### src/rtl/dcache_miss_ctrl.sv
// Tag/valid/dirty owner for a set-associative data cache: resolves core lookups
// and sequences the single outstanding miss (victim, writeback, fill, install).
module dcache_miss_ctrl #(
  parameter int NUM_SET        = 4,
  parameter int WAYS_PER_SET   = 2,
  parameter int ADDR_W         = 16,
  parameter int OFFSET_W       = 4,
  parameter int NUM_SET_W      = $clog2(NUM_SET),
  parameter int WAYS_PER_SET_W = $clog2(WAYS_PER_SET),
  parameter int TAG_W          = ADDR_W - OFFSET_W - NUM_SET_W
) (
  input  logic                      clock,
  input  logic                      reset,
  input  logic                      core_req_valid,
  input  logic [ADDR_W-1:0]         core_req_addr,
  input  logic                      core_req_wr,
  output logic                      core_req_ready,
  output logic                      core_rsp_valid,
  output logic                      core_rsp_hit,
  output logic [WAYS_PER_SET_W-1:0] core_rsp_way,
  output logic                      lru_victim_req,
  output logic [NUM_SET_W-1:0]      lru_victim_set,
  input  logic [WAYS_PER_SET_W-1:0] lru_victim_way,
  output logic                      lru_update_req,
  output logic [NUM_SET_W-1:0]      lru_update_set,
  output logic [WAYS_PER_SET_W-1:0] lru_update_way,
  output logic                      mem_req_valid,
  output logic                      mem_req_wr,
  output logic [ADDR_W-1:0]         mem_req_addr,
  input  logic                      mem_req_ready,
  input  logic                      mem_rsp_valid,
  output logic [NUM_SET_W-1:0]      arr_set,
  output logic [WAYS_PER_SET_W-1:0] arr_way,
  output logic                      arr_fill_en
);

  localparam logic [2:0] S_IDLE      = 3'd0;
  localparam logic [2:0] S_LOOKUP    = 3'd1;
  localparam logic [2:0] S_VICTIM    = 3'd2;
  localparam logic [2:0] S_WB_REQ    = 3'd3;
  localparam logic [2:0] S_WB_WAIT   = 3'd4;
  localparam logic [2:0] S_FILL_REQ  = 3'd5;
  localparam logic [2:0] S_FILL_WAIT = 3'd6;
  localparam logic [2:0] S_INSTALL   = 3'd7;

  logic [2:0]                        state_q, state_d;
  logic [NUM_SET_W-1:0]              req_set_q, req_set_d;
  logic [TAG_W-1:0]                  req_tag_q, req_tag_d;
  logic                              req_wr_q, req_wr_d;
  logic [WAYS_PER_SET_W-1:0]         way_q, way_d;
  logic [NUM_SET-1:0][WAYS_PER_SET-1:0] valid_q, valid_d;
  logic [NUM_SET-1:0][WAYS_PER_SET-1:0] dirty_q, dirty_d;
  logic [TAG_W-1:0]                  tag_arr_q [NUM_SET][WAYS_PER_SET];
  logic [TAG_W-1:0]                  tag_arr_d [NUM_SET][WAYS_PER_SET];

  logic                              hit, inv_found;
  logic [WAYS_PER_SET_W-1:0]         hit_way, inv_way, victim_way;
  logic                              unused_offset;

  assign unused_offset = ^core_req_addr[OFFSET_W-1:0];

  // Descending scan so the lowest matching / lowest invalid index wins.
  always_comb begin
    hit       = 1'b0;
    hit_way   = '0;
    inv_found = 1'b0;
    inv_way   = '0;
    for (int w = WAYS_PER_SET-1; w >= 0; w--) begin
      if (valid_q[req_set_q][w] && (tag_arr_q[req_set_q][w] == req_tag_q)) begin
        hit     = 1'b1;
        hit_way = WAYS_PER_SET_W'(w);
      end
      if (!valid_q[req_set_q][w]) begin
        inv_found = 1'b1;
        inv_way   = WAYS_PER_SET_W'(w);
      end
    end
  end

  assign victim_way = inv_found ? inv_way : lru_victim_way;

  always_comb begin
    state_d        = state_q;
    req_set_d      = req_set_q;
    req_tag_d      = req_tag_q;
    req_wr_d       = req_wr_q;
    way_d          = way_q;
    valid_d        = valid_q;
    dirty_d        = dirty_q;
    tag_arr_d      = tag_arr_q;
    core_req_ready = 1'b0;
    core_rsp_valid = 1'b0;
    core_rsp_hit   = 1'b0;
    core_rsp_way   = '0;
    lru_victim_req = 1'b0;
    lru_victim_set = '0;
    lru_update_req = 1'b0;
    lru_update_set = '0;
    lru_update_way = '0;
    mem_req_valid  = 1'b0;
    mem_req_wr     = 1'b0;
    mem_req_addr   = '0;
    arr_set        = '0;
    arr_way        = '0;
    arr_fill_en    = 1'b0;
    case (state_q)
      S_IDLE: begin
        core_req_ready = 1'b1;
        if (core_req_valid) begin
          req_set_d = core_req_addr[OFFSET_W +: NUM_SET_W];
          req_tag_d = core_req_addr[ADDR_W-1 -: TAG_W];
          req_wr_d  = core_req_wr;
          state_d   = S_LOOKUP;
        end
      end
      S_LOOKUP: begin
        if (hit) begin
          core_rsp_valid = 1'b1;
          core_rsp_hit   = 1'b1;
          core_rsp_way   = hit_way;
          lru_update_req = 1'b1;
          lru_update_set = req_set_q;
          lru_update_way = hit_way;
          if (req_wr_q) dirty_d[req_set_q][hit_way] = 1'b1;
          state_d = S_IDLE;
        end else begin
          state_d = S_VICTIM;
        end
      end
      S_VICTIM: begin
        // The LRU is only consulted when every way of the set holds a line.
        lru_victim_req = !inv_found;
        lru_victim_set = inv_found ? '0 : req_set_q;
        way_d          = victim_way;
        if (valid_q[req_set_q][victim_way] && dirty_q[req_set_q][victim_way])
          state_d = S_WB_REQ;
        else
          state_d = S_FILL_REQ;
      end
      S_WB_REQ: begin
        mem_req_valid = 1'b1;
        mem_req_wr    = 1'b1;
        mem_req_addr  = {tag_arr_q[req_set_q][way_q], req_set_q, {OFFSET_W{1'b0}}};
        arr_set       = req_set_q;
        arr_way       = way_q;
        if (mem_req_ready) state_d = S_WB_WAIT;
      end
      S_WB_WAIT: begin
        arr_set = req_set_q;
        arr_way = way_q;
        if (mem_rsp_valid) begin
          dirty_d[req_set_q][way_q] = 1'b0;
          state_d = S_FILL_REQ;
        end
      end
      S_FILL_REQ: begin
        mem_req_valid = 1'b1;
        mem_req_addr  = {req_tag_q, req_set_q, {OFFSET_W{1'b0}}};
        arr_set       = req_set_q;
        arr_way       = way_q;
        if (mem_req_ready) state_d = S_FILL_WAIT;
      end
      S_FILL_WAIT: begin
        arr_set = req_set_q;
        arr_way = way_q;
        if (mem_rsp_valid) begin
          arr_fill_en = 1'b1;
          state_d     = S_INSTALL;
        end
      end
      S_INSTALL: begin
        tag_arr_d[req_set_q][way_q] = req_tag_q;
        valid_d[req_set_q][way_q]   = 1'b1;
        dirty_d[req_set_q][way_q]   = req_wr_q;
        lru_update_req = 1'b1;
        lru_update_set = req_set_q;
        lru_update_way = way_q;
        core_rsp_valid = 1'b1;
        core_rsp_way   = way_q;
        state_d        = S_IDLE;
      end
      default: state_d = S_IDLE;
    endcase
  end

  always_ff @(posedge clock) begin
    if (reset) begin
      state_q   <= S_IDLE;
      req_set_q <= '0;
      req_tag_q <= '0;
      req_wr_q  <= 1'b0;
      way_q     <= '0;
      valid_q   <= '0;
      dirty_q   <= '0;
    end else begin
      state_q   <= state_d;
      req_set_q <= req_set_d;
      req_tag_q <= req_tag_d;
      req_wr_q  <= req_wr_d;
      way_q     <= way_d;
      valid_q   <= valid_d;
      dirty_q   <= dirty_d;
    end
  end

  // Tags need no reset: a line is only trusted once its valid bit is set.
  always_ff @(posedge clock) begin
    tag_arr_q <= tag_arr_d;
  end

endmodule

### config.mk
export PLATFORM = sky130hd
export DESIGN_NAME = dcache_miss_ctrl
export DESIGN_NICKNAME = d
export VERILOG_FILES = /design/src/rtl/dcache_miss_ctrl.sv
export SDC_FILE = /design/constraint.sdc
export NUM_CORES = 1
export LEC_CHECK = 0
export CAP_MARGIN = 20
export CORE_AREA = 2 2 113 115
export CTS_CLUSTER_DIAMETER = 100
export DETAILED_ROUTE_END_ITERATION = 16
export DIE_AREA = 0 0 115 117
export DONT_BUFFER_PORTS = 1
export HOLD_SLACK_MARGIN = 0.05
export SYNTH_ARGS = -nofsm -noshare
export SYNTH_HDL_FRONTEND = slang
export SYNTH_SLANG_ARGS = --single-unit
### constraint.sdc
create_clock -name clock -period 4.27 [get_ports clock]
set_clock_uncertainty 0.2 [all_clocks]
set_input_delay 0.2135 -clock clock [delete_from_list [all_inputs] [get_ports clock]]
set_output_delay 0.2135 -clock clock [all_outputs]
set_load 0.02 [all_outputs]
==> After elaboration in Yosys (flattened, before gate mapping) <==
Cells that the tools add are included.
{ "op_classes": {"n_lt_le_gt_ge": 11, "eq_ne": 16, "n_mux": 65, "n_bitwise": 6, "reduce_logical": 16} }
{ "ops": {"columns": ["op", "count"], "rows": [
  ["bitwise mux 80 bit", 1],
  ["two-way mux 20 bit", 3],
  ["binary-select mux 20 bit (select 2 bit)", 1],
  ["demux 20 bit (select 2 bit)", 1],
  ["two-way mux 10 bit", 4],
  ["one-hot mux 16 bit (2 select lines)", 1],
  ["two-way mux 8 bit", 3],
  ["one-hot mux 3 bit (8 select lines)", 1],
  ["one-hot mux 8 bit (3 select lines)", 1],
  ["two-way mux 1 bit", 23],
  ["== test 10 bit", 2],
  ["two-way mux 2 bit", 9],
  ["two-way mux 3 bit", 6],
  ["OR 8 bit", 2],
  ["inequality test 2 bit (second input constant)", 7],
  ["== test 3 bit (second input constant)", 4],
  ["demux 10 bit (select 1 bit)", 1],
  ["AND 8 bit", 1],
  ["binary-select mux 2 bit (select 2 bit)", 2],
  ["bitwise mux 8 bit", 1],
  ["demux 2 bit (select 2 bit)", 2],
  ["logical AND 1 bit", 8],
  ["inverter 8 bit", 1],
  ["== test 3 x 2 -> 1 bit (second input constant)", 2],
  ["22 further kinds", 27]
]} }
{ "totals": {"ff_bits": 113, "input_bits": 23, "word_cells": 135} }

==> Logic depth before layout (Yosys ltp) <==
Gate-level depths: netlist of the first run.
{ "logic_depth": {"ltp_word": 18, "mapped_depth": 11} }

==> Least setup slack after synthesis of the first run <==
OpenSTA, ideal clock, no wires.
{ "synth_path": {"path_kind": "register to output", "from": "reg req_set_q[0]", "to": "out lru_update_req", "t_arrival_ns": 2.547, "required_time_ns": 3.857, "slack_ns": 1.309, "stages_incl_launch_ff": 11, "n_path_buf": 3, "path_cell_list": "dfxtp_1 -> buf_6 -> buf_12 -> mux4_1 -> xnor2_1 -> nand3_1 -> a21o_1 -> o2bb2a_4 -> o21a_1 -> nor2b_1 -> buf_4"} }
{ "synth_via": {"elab_chain_len": 10, "elab_cells_between_ends": 14, "classes_between": "eq/ne: 2; mux: 9; bitwise: 1; reduce/logical: 2"} }
{ "synth_lines": {"columns": ["element", "line_no", "text"], "rows": [
  ["start, declared", "47", "logic [NUM_SET_W-1:0] req_set_q, req_set_d;"],
  ["start signal, assigned", "197", "req_set_q <= req_set_d;"],
  ["inverter 2 -> 3 bit (not written as such)", "69", "if (valid_q[req_set_q][w] && (tag_arr_q[req_set_q][w] == req_tag_q)) begin"],
  ["binary-select mux 20 bit (select 2 bit)", "69", null],
  ["two-way mux 20 bit (not written as such) (2 in a row)", "69", null],
  ["== test 10 bit", "69", null],
  ["logical AND 1 bit", "69", null],
  ["two-way mux 1 bit", "69", null],
  ["two-way mux 1 bit *", "69", null],
  ["two-way mux 1 bit *", null, null],
  ["one-hot mux 1 bit (2 select lines) *", null, null],
  ["end, declared", "24", "output logic lru_update_req,"]
]} }
Every way passes the cells marked *; elsewhere a longest branch is shown, timed or not. The select of a mux whose other input is x is not followed.

==> Worst setup path after layout of the first run <==
{ "layout_path": {"from": "reg req_set_q[0]", "to": "out core_rsp_way"} }
{ "layout_via": {"elab_chain_len": 10, "elab_cells_between_ends": 15, "classes_between": "eq/ne: 2; mux: 10; bitwise: 1; reduce/logical: 2"} }
{ "layout_lines": {"columns": ["element", "line_no", "text"], "rows": [
  ["inverter 2 -> 3 bit (not written as such)", "69", null],
  ["binary-select mux 20 bit (select 2 bit)", "69", null],
  ["two-way mux 20 bit (not written as such) (2 in a row)", "69", null],
  ["== test 10 bit", "69", null],
  ["logical AND 1 bit", "69", null],
  ["two-way mux 1 bit (2 in a row)", "69", null],
  ["two-way mux 1 bit *", "117", "if (hit) begin"],
  ["one-hot mux 1 bit (2 select lines) *", "106", "case (state_q)"],
  ["end, declared", "20", "output logic [WAYS_PER_SET_W-1:0] core_rsp_way,"]
]} }
Marked as above.

==> impl_metrics.yaml, run 1 <==
status:
  status: "complete, no violations"
sta:
  tightestPinTransition_ns: 0.8614
  setup_viol: 0
  rsz0062_at_grt: "false"
  relSlewSlack_pct: 42.58
  final_min_period_over_clock_period_pct: 88.89
  period_needed_ns: 3.796
  top_achievable_clock_speed_mhz: 263.5
  report.final.slew_viol_count: 0
  setup-tns-final_ns: 0
  timing_hold_violations_final: 0
routing:
  vias_per_cell: 5.707
  routedWlPerCell_um: 20.30
  drt_first_pass_iters: 5
  drt_drc_violations_left: 0
  drt-total-wl_mm: 12.73
  initialDrtViolationCount: 228
  final_antenna_net_count: 0
  detailroute.via_count: 3578
setup_path:
  critPathArrivalTime_ns: 3.38
  cp-end-kind: "output port"
  critical_path.reg2reg.startpoint: "req_set_q[0]"
  critPathLaunchType: "flop"
  critPathRequiredTime_ns: 3.86
  worst-r2r-cell-count: 9
  flop_to_flop_setup_slack_ns: 1.03
  critPathKind: "flop to output port"
  timing.critical_path.fanout_max: 38
  r2r_end: "state_q[1]"
grt:
  antenna_found_initial: 0
  first_pass_grt_wire_length_mm: 19.41
  grt_start_max_net_pins: 39
  grt_pass1_vias: 3420
  grt_overflow_total: 0
  grt.total_usage_pct: 20.04
clock_network:
  postCtsSetupBuffers: 0
  cts_buffers: 17
  clk_transition_reported_paths_ns: 0.05
  max-clock-path-buffers: 2
  cts.repair.resized: 0
  clkSinkCount: 113
  htree_levels: 4
  cts.root.buffer_cell: "sky130_fd_sc_hd__clkbuf_16"
  worst_skew_pair.late_latency_ns: 0.41
  cts_tree: "done"
  total_of_hold_buffers_inserted_after_clock_tree_synthesis: 23
final_layout:
  proportion_of_layout_cells_with_a_drive_suffix_above_1_pct: 15.51
  total_inserted_antenna_cells: 0
  syn_to_final_growth_pct: 17.50
  fin_cells: 627
  nets: 487
yosys:
  synth-seq-area-share_pct: 56.59
  synth_area_leaders: "sky130_fd_sc_hd__edfxtp_1 (44%), sky130_fd_sc_hd__dfxtp_1 (12%), sky130_fd_sc_hd__mux4_2 (5.0%)"
  synth_warnings: 0
  postSynthAreaPerCell_sq_um: 12.16
  synthesis.area_sq_mm: 0.005413
  synth_seq_cells: 113
  synth_cell_type_count: 60
  synth_edf_count: 80
  post-synth-top-area-fraction_pct: 44.38
  syn_inst: 445
  synth_area_leader_cell: "sky130_fd_sc_hd__edfxtp_1"
  leading_register_cell_type_out_of_synthesis: "sky130_fd_sc_hd__edfxtp_1"
  share_of_synthesized_registers_carrying_an_async_set_or_reset_pct: 0
place:
  place_congestion: 0.8268
  port_buffers: 0
  place_hpwl_mm: 8.008
  place_inst: 572
hold_path:
  hold_end: "state_q[0]"
  hold_path_startpoint: "mem_rsp_valid"
  min_path_cells: 5
  worst_hold_path_type: "input port to flop"
die:
  pin_count: 56
  core_area_sq_mm: 0.01231
  fp.dieW_um: 115
  die_h_um: 117
  die-area_sq_mm: 0.01346
  start_util_pct: 43.96
  std_cell_rows: 41
power_and_ir_drop:
  vdd.ir_drop.worst_uv: 386.7
  cellLeakagePower_nw: 2.170
  power_density_mw_per_mm2: 503.1
job:
  maxCapViolations: 0
## metrics by stage
stage	setup WS, ns	utilization, %	hold slack [ns]	cell area, sq um	power (W)
finish	0.4744	51.66	0.08089	6360	0.003200
global route	0.2203	51.66	0.1489	6360	0.003328
CTS	0.3797	51.66	0.06616	6360	0.003231
detailed placement	0.8354	44.82	0.08082	5518	0.001767
global placement	0.8891	44.73	0.08187	5507	0.001760
floorplan	1.309	-	0.1495	5424	0.001674
## cell usage in the layout (no fill, tap or decap), types with 9 or more instances in the layout
cell,n
sky130_fd_sc_hd__nand2_1,58
sky130_fd_sc_hd__mux4_2,12
sky130_fd_sc_hd__mux2i_1,24
sky130_fd_sc_hd__a21oi_1,22
sky130_fd_sc_hd__nor2_1,36
sky130_fd_sc_hd__edfxtp_1,80
sky130_fd_sc_hd__dfxtp_1,31
sky130_fd_sc_hd__xor2_1,12
sky130_fd_sc_hd__clkbuf_16,17
sky130_fd_sc_hd__buf_4,9
sky130_fd_sc_hd__o21ai_0,17
sky130_fd_sc_hd__dlygate4sd3_1,22
sky130_fd_sc_hd__xnor2_1,11
## cells in the mapped netlist, drive strengths merged, types with 2 or more instances
cell and count:
edfxtp 80, nand2 58, nor2 36, dfxtp 33
mux2i 25, a21oi 22, buf 19, clkbuf 18
mux4 17, o21ai 17, xor2 12, xnor2 11
nor2b 8, and2 7, nand2b 7, a2bb2oi 5
inv 5, mux2 5, nand3 5, nand4 5
o211ai 4, or2 4, a21boi 3, nor3 3
o21a 3, o31ai 3, a21o 2, a22o 2
a31oi 2, and3 2, and3b 2, o22ai 2
o311ai 2
## worst max-delay path: stages, from the launching register on
cell and delay, ns:
sky130_fd_sc_hd__dfxtp_2 0.68, sky130_fd_sc_hd__buf_12 0.33, sky130_fd_sc_hd__mux2i_1 0.32, sky130_fd_sc_hd__xor2_1 0.19, sky130_fd_sc_hd__o2bb2ai_1 0.12, sky130_fd_sc_hd__nor4_4 0.37, sky130_fd_sc_hd__or3b_1 0.39, sky130_fd_sc_hd__a21boi_2 0.30
sky130_fd_sc_hd__inv_1 0.26
## area by class of cell
type | instances | area [sq um]
clock buffer | 21 | 450.4
tap | 150 | 187.7
sequential | 113 | 3065
inverter | 6 | 22.52
multi-input combinational | 292 | 2143
fill | 1067 | 5952
clock inverter | 11 | 151.4
timing repair buffer | 34 | 339.1
## per-layer routing
metal	global-route usage (%)	wire (um)	vias to the layer above
met3	5.716	792	24
met2	32.94	6201	117
li1	-	-	1660
met1	25.21	5449	1777
met5	0	0	-
met4	8.032	285	0
## where the power goes
part	total, W	internal, W	switching (W)
registers	0.00134	0.00122	0.000111
logic	0.000440	0.000192	0.000248
clock network	0.00142	0.000935	0.000489
## cells by family after synthesis
group / share of synthesized area, %
other: 0.06928
xor gates and xnor gates: 3.722
AOI/OAI and AO/OA: 9.847
muxes: 13.22
and+or+nand+nor: 12.34
buffers and inverters: 4.207
DFF: 56.59
## registers in the layout (all words and copies together) (netlist names)
register / cells
valid_q: 8
req_wr_q: 1
dirty_q: 8
req_set_q: 2
req_tag_q: 10
way_q: 1
tag_arr_q: 80
state_q: 3
## worst max-delay path by stage
stage                       startpoint              to  slack (ns)  cells after the start
after detailed placement  req_set_q[0]  lru_update_way        0.84                      8
after global routing      req_set_q[0]    core_rsp_way        0.22                      8
after global placement    req_set_q[0]    core_rsp_way        0.89                      8
after floorplan           req_set_q[0]  lru_update_req        1.31                     10
after CTS                 req_set_q[0]  lru_update_way        0.38                      8
final                     req_set_q[0]    core_rsp_way        0.47                      8
No activity file was read; power rests on OpenSTA's default activity.
==> run 2: changes to the inputs <==
Settings changed: CORE_AREA 2 2 113 115 to 2 2 108 110, DIE_AREA 0 0 115 117 to 0 0 110 112, MAX_ROUTING_LAYER from default to met4.
==> run 2 against run 1 <==
Sequential cell count unchanged. Final cell count down 1.6%. Utilization up 5.1 points. Die area down 8.4%. Largest power group unchanged. Highest routed layer unchanged.
==> impl_metrics.yaml, run 2 (synthesis gave the netlist of run 1 again) <==
clock_network:
  cts.repair.resized: 0
  max-clock-path-buffers: 2
  clk_transition_reported_paths_ns: 0.05
  cts.root.buffer_cell: "sky130_fd_sc_hd__clkbuf_16"
  cts_tree: "done"
  worst_skew_pair.late_latency_ns: 0.40
  postCtsSetupBuffers: 0
  clkSinkCount: 113
  cts_buffers: 17
  htree_levels: 4
die:
  start_util_pct: 48.44
  fp.dieW_um: 110
  core_area_sq_mm: 0.01117
  die-area_sq_mm: 0.01232
  die_h_um: 112
  pin_count: 56
  std_cell_rows: 39
place:
  place_congestion: 0.8424
  place_inst: 568
  dpl_ws_ns: 0.9359
  port_buffers: 0
  place_hpwl_mm: 8.018
sta:
  top_achievable_clock_speed_mhz: 269.4
  timing_hold_violations_final: 0
  setup_viol: 0
  relSlewSlack_pct: 47.58
  rsz0062_at_grt: "false"
  tightestPinTransition_ns: 0.7780
  final_min_period_over_clock_period_pct: 86.92
  report.final.slew_viol_count: 0
  worst_slack_ns: 0.5587
  hold_ws_ns: 0.07521
  setup-tns-final_ns: 0
  period_needed_ns: 3.711
setup_path:
  timing.critical_path.fanout_max: 17
  r2r_end: "dirty_q[1]"
  critical-path-max-stage-delay_ns: 0.68
  timing.critical_path.slowest_stage_cell: "sky130_fd_sc_hd__dfxtp_2"
  crit_chain: "buf_12 > mux4_2 > xor2_1 > nor2_1 > o2111ai_1 > o2bb2a_4 > o21a_1 > and3b_1"
  worst-r2r-cell-count: 8
  critPathArrivalTime_ns: 3.30
  critical_path.reg2reg.startpoint: "req_set_q[0]"
  critPathRequiredTime_ns: 3.86
  critPathKind: "flop to output port"
  critPathLaunchType: "flop"
  cp-end-kind: "output port"
  flop_to_flop_setup_slack_ns: 1.12
routing:
  detailroute.via_count: 3474
  drt_drc_violations_left: 0
  vias_per_cell: 5.630
  routedWlPerCell_um: 20.25
  drt-total-wl_mm: 12.50
  initialDrtViolationCount: 289
  drt_first_pass_iters: 5
  final_antenna_net_count: 0
hold_path:
  hold_end: "state_q[0]"
  min_path_cells: 5
  worst_hold_path_type: "input port to flop"
  hold_path_startpoint: "mem_rsp_valid"
grt:
  grt_start_max_net_pins: 36
  first_pass_grt_wire_length_mm: 19.44
  grt_pass1_vias: 3361
  grt.total_usage_pct: 22.65
  antenna_found_initial: 0
  grt_overflow_total: 0
power_and_ir_drop:
  vdd.ir_drop.worst_uv: 223.7
  cellLeakagePower_nw: 2.176
  power_density_mw_per_mm2: 515.2
job:
  maxCapViolations: 0
final_layout:
  ff_latch_area_sq_mm: 0.003065
  total_inserted_antenna_cells: 0
  nets: 484
  fin_cells: 617
  top_regs: "tag_arr_q x80, req_tag_q x10"
  layout.filler_cells: 896
  syn_to_final_growth_pct: 17.22
  proportion_of_layout_cells_with_a_drive_suffix_above_1_pct: 16.24
  max_flop_register: "tag_arr_q"
  layout_common_cells: "sky130_fd_sc_hd__edfxtp_1 (80), sky130_fd_sc_hd__nand2_1 (58), sky130_fd_sc_hd__nor2_1 (36)"
  max_reg_flops: 80
  mostFrequentLayoutCell: "sky130_fd_sc_hd__edfxtp_1"
  area_used_by_multi_input_combinational_logic_sq_mm: 0.002143
status:
  status: "complete, no violations"
-- run 2: cell type report --
| cell class | count | share of cell area [%] |
|---|---|---|
| clock inverter | 9 | 2.426 |
| timing repair buffer | 31 | 4.614 |
| tap | 143 | 2.820 |
| inverter | 6 | 0.3550 |
| multi-input combinational | 292 | 33.78 |
| clock buffer | 23 | 7.691 |
| sequential | 113 | 48.31 |
-- run 2: through the flow --
stage	util [%]	cell area [sq um]	total power (W)
floorplan	-	5424	0.001674
global placement	49.47	5528	0.001755
detailed placement	49.47	5528	0.001761
CTS	56.65	6330	0.003284
global route	56.78	6345	0.003402
finish	56.78	6345	0.003269
-- run 2: worst max-delay path: cells and delay by family, from the launching register on --
kind	cells	cell delay [ns]
AOI/OAI and AO/OA	3	0.72
xor gates and xnor gates	1	0.16
buffers and inverters	1	0.26
DFF	1	0.68
muxes	1	0.55
and+or+nand+nor	2	0.51
-- run 2: how the worst max path moves through the flow --
stage,startpoint,end,slack [ns],cells after the start
after floorplan,req_set_q[0],lru_update_req,1.31,10
after global placement,req_set_q[0],lru_update_set[0],0.98,8
after detailed placement,req_set_q[0],lru_update_set[0],0.94,8
after CTS,req_set_q[0],lru_update_set[0],0.50,8
after global routing,req_set_q[0],core_rsp_way,0.39,8
final,req_set_q[0],lru_update_set[0],0.56,8
-- run 2: timing repair --
action	CTS	global route
hold endpoints to repair	32	0
hold buffers	16	0
setup endpoints to repair	0	0
-- run 2: where the power goes --
| group | switching (W) | total, W | internal, W |
|---|---|---|---|
| Clock | 0.000472 | 0.00151 | 0.00104 |
| Combinational | 0.000244 | 0.000428 | 0.000184 |
| Sequential | 0.000107 | 0.00133 | 0.00122 |
| Total | 0.000823 | 0.00327 | 0.00245 |
-- run 2: metal layers --
metal | track usage [%] | wire [um] | vias up | share of wire (%)
li1 | - | - | 1663 | -
met1 | 30.96 | 5480 | 1680 | 44
met2 | 33.42 | 6029 | 116 | 48
met3 | 4.508 | 804 | 15 | 6.4
met4 | 8.523 | 181 | 0 | 1.4
met5 | - | 0 | - | 0
==> run 3: changes to the inputs <==
--- a/config.mk
+++ b/config.mk
@@ -7,4 +7,6 @@
 export LEC_CHECK = 0
 export CAP_MARGIN = 20
+export CELL_PAD_IN_SITES_DETAIL_PLACEMENT = 0
+export CELL_PAD_IN_SITES_GLOBAL_PLACEMENT = 1
 export CORE_AREA = 2 2 108 110
 export CTS_CLUSTER_DIAMETER = 100
@@ -14,4 +16,6 @@
 export HOLD_SLACK_MARGIN = 0.05
 export MAX_ROUTING_LAYER = met4
+export PLACE_DENSITY_LB_ADDON = 0.1
+export SKIP_LAST_GASP = 1
 export SYNTH_ARGS = -nofsm -noshare
 export SYNTH_HDL_FRONTEND = slang
==> constraint.sdc (replaced) <==
create_clock -name clock -period 4.27 [get_ports clock]
set_clock_uncertainty 0.2 [all_clocks]
set_input_delay 0.854 -clock clock [delete_from_list [all_inputs] [get_ports clock]]
set_output_delay 0.854 -clock clock [all_outputs]
set_load 0.02 [all_outputs]
==> run 3 against run 2 <==
Non-clock buffer count fell by 8. Critical endpoint is now lru_update_way. Utilization fell by 1.3 points. Via count fell by 1.4%. First-iteration DRC count fell by 5.2%. Clock power fell by 9.9%. Worst setup slack got worse by 0.34 ns. Highest routed layer unchanged.
==> impl_metrics.yaml, run 3 (synthesis gave the netlist of run 1 again) <==
clock_network:
  cts_tree: "done"
  max-clock-path-buffers: 2
  cts_buffers: 17
  cts.root.buffer_cell: "sky130_fd_sc_hd__clkbuf_16"
  clk_transition_reported_paths_ns: 0.05
  htree_levels: 4
  worst_skew_pair.late_latency_ns: 0.41
  clkSinkCount: 113
place:
  place_congestion: 0.8062
  place_hpwl_mm: 8.306
  placed_area_sq_mm: 0.005562
  port_buffers: 0
setup_path:
  timing.critical_path.fanout_max: 15
  critPathRequiredTime_ns: 3.22
  critPathArrivalTime_ns: 3.00
  crit_chain: "buf_12 > mux2_4 > a32oi_1 > o311ai_1 > nor4_4 > or3b_1 > a21boi_2 > inv_1"
  crit_family: "compound AO/OA/AOI/OAI gates"
  cp-end-kind: "output port"
  critical_path.n_buffers_inverters: 2
  timing.critical_path.slowest_stage_cell: "sky130_fd_sc_hd__dfxtp_4"
  critPathLaunchType: "flop"
  critPathKind: "flop to output port"
  flop_to_flop_setup_slack_ns: 1.46
  critical-path-max-stage-delay_ns: 0.44
die:
  std_cell_rows: 39
  die-area_sq_mm: 0.01232
  core_area_sq_mm: 0.01117
  die_h_um: 112
  fp.dieW_um: 110
  start_util_pct: 48.44
  pin_count: 56
sta:
  final_min_period_over_clock_period_pct: 94.94
  period_needed_ns: 4.054
  setup_viol: 0
  top_achievable_clock_speed_mhz: 246.7
  rsz0062_at_grt: "false"
  timing_hold_violations_final: 0
  setup-tns-final_ns: 0
  report.final.slew_viol_count: 0
  hold_ws_ns: 0.2653
  relSlewSlack_pct: 47.11
  tightestPinTransition_ns: 0.7850
routing:
  drt_drc_violations_left: 0
  detailroute.via_count: 3425
  routedWlPerCell_um: 21.04
  vias_per_cell: 5.624
  drt-total-wl_mm: 12.82
  drt_first_pass_iters: 4
  initialDrtViolationCount: 274
  final_antenna_net_count: 0
grt:
  grt_overflow_total: 0
  antenna_found_initial: 0
  grt_start_max_net_pins: 30
  grt.total_usage_pct: 23.06
  first_pass_grt_wire_length_mm: 19.44
  grt_pass1_vias: 3264
final_layout:
  total_inserted_antenna_cells: 0
  top_regs: "tag_arr_q x80, req_tag_q x10"
  layout.filler_cells: 951
  max_reg_flops: 80
  mostFrequentLayoutCell: "sky130_fd_sc_hd__edfxtp_1"
  max_flop_register: "tag_arr_q"
  finish.utilization_pct: 55.46
  post-route-cell-area_sq_mm: 0.006197
  proportion_of_layout_cells_with_a_drive_suffix_above_1_pct: 18.67
  syn_to_final_growth_pct: 14.49
  layout_common_cells: "sky130_fd_sc_hd__edfxtp_1 (80), sky130_fd_sc_hd__nand2_1 (58), sky130_fd_sc_hd__nor2_1 (36)"
  nets: 476
power_and_ir_drop:
  vdd.ir_drop.worst_uv: 427.2
  post-layout-total-power_w: 0.003125
  cellLeakagePower_nw: 2.131
  power_density_mw_per_mm2: 504.3
hold_path:
  worst_hold_path_type: "flop to flop"
job:
  maxCapViolations: 0
status:
  status: "complete, no violations"
==> run 3: cell count changes in the layout (fill, tap and decap cells not counted), sizes merged <==
cell,change
bufinv,-3
clkbuf,-2
dlygate4sd3,-16
inv,+5
buf,+8
==> run 3: worst register-to-register path, cell delays in order (launching register included) <==
cell and delay [ns]:
sky130_fd_sc_hd__dfxtp_4 0.44, sky130_fd_sc_hd__buf_12 0.17, sky130_fd_sc_hd__mux4_2 0.52, sky130_fd_sc_hd__xnor2_1 0.21, sky130_fd_sc_hd__nand4_1 0.24, sky130_fd_sc_hd__or4b_4 0.62, sky130_fd_sc_hd__a21oi_1 0.19, sky130_fd_sc_hd__a2bb2oi_1 0.16
==> run 3: area by class of cell <==
type | instances | area [sq um] | area share (%)
sequential | 113 | 3070 | 49.55
multi-input combinational | 292 | 2143 | 34.59
clock buffer | 21 | 481.7 | 7.773
timing repair buffer | 23 | 201.4 | 3.251
tap | 143 | 178.9 | 2.887
clock inverter | 11 | 98.84 | 1.595
inverter | 6 | 22.52 | 0.3634
==> run 3: where the power goes <==
group	switching, W	total (W)	internal (W)
Combinational	0.000257	0.000445	0.000188
Sequential	0.0000958	0.00132	0.00122
Clock	0.000493	0.00136	0.000866
Total	0.000846	0.00313	0.00228
==> run 3: per-stage QoR <==
step | std cells | setup slack [ns]
after floorplan | 448 | 0.6686
after global placement | 571 | 0.3267
after detailed placement | 572 | 0.3183
after CTS | 604 | 0.06511
after global routing | 609 | 0.07443
final | 609 | 0.2162
==> run 3: worst paths after layout <==
kind,from,end,cells past startpoint
worst min-delay path,valid_q[6],valid_q[6],2
worst max-delay path,req_set_q[0],lru_update_way,8
worst min register to register,valid_q[6],valid_q[6],2
worst max register to register,req_set_q[0],dirty_q[2],7
==> run 3: metal layers <==
metal	track usage, %	share of wire (%)	up-vias
met4	9.451	2.1	0
li1	-	-	1635
met3	5.738	4.2	17
met5	-	0	-
met2	33.74	48	68
met1	30.68	46	1705
==> run 3: what timing repair did <==
| item | CTS | global route |
|---|---|---|
| resized for setup | 1 | 1 |
| endpoints found under the setup margin | 6 | 4 |
| buffers inserted | 0 | 5 |
| hold endpoints to repair | 0 | 0 |
| hold buffers | 0 | 0 |
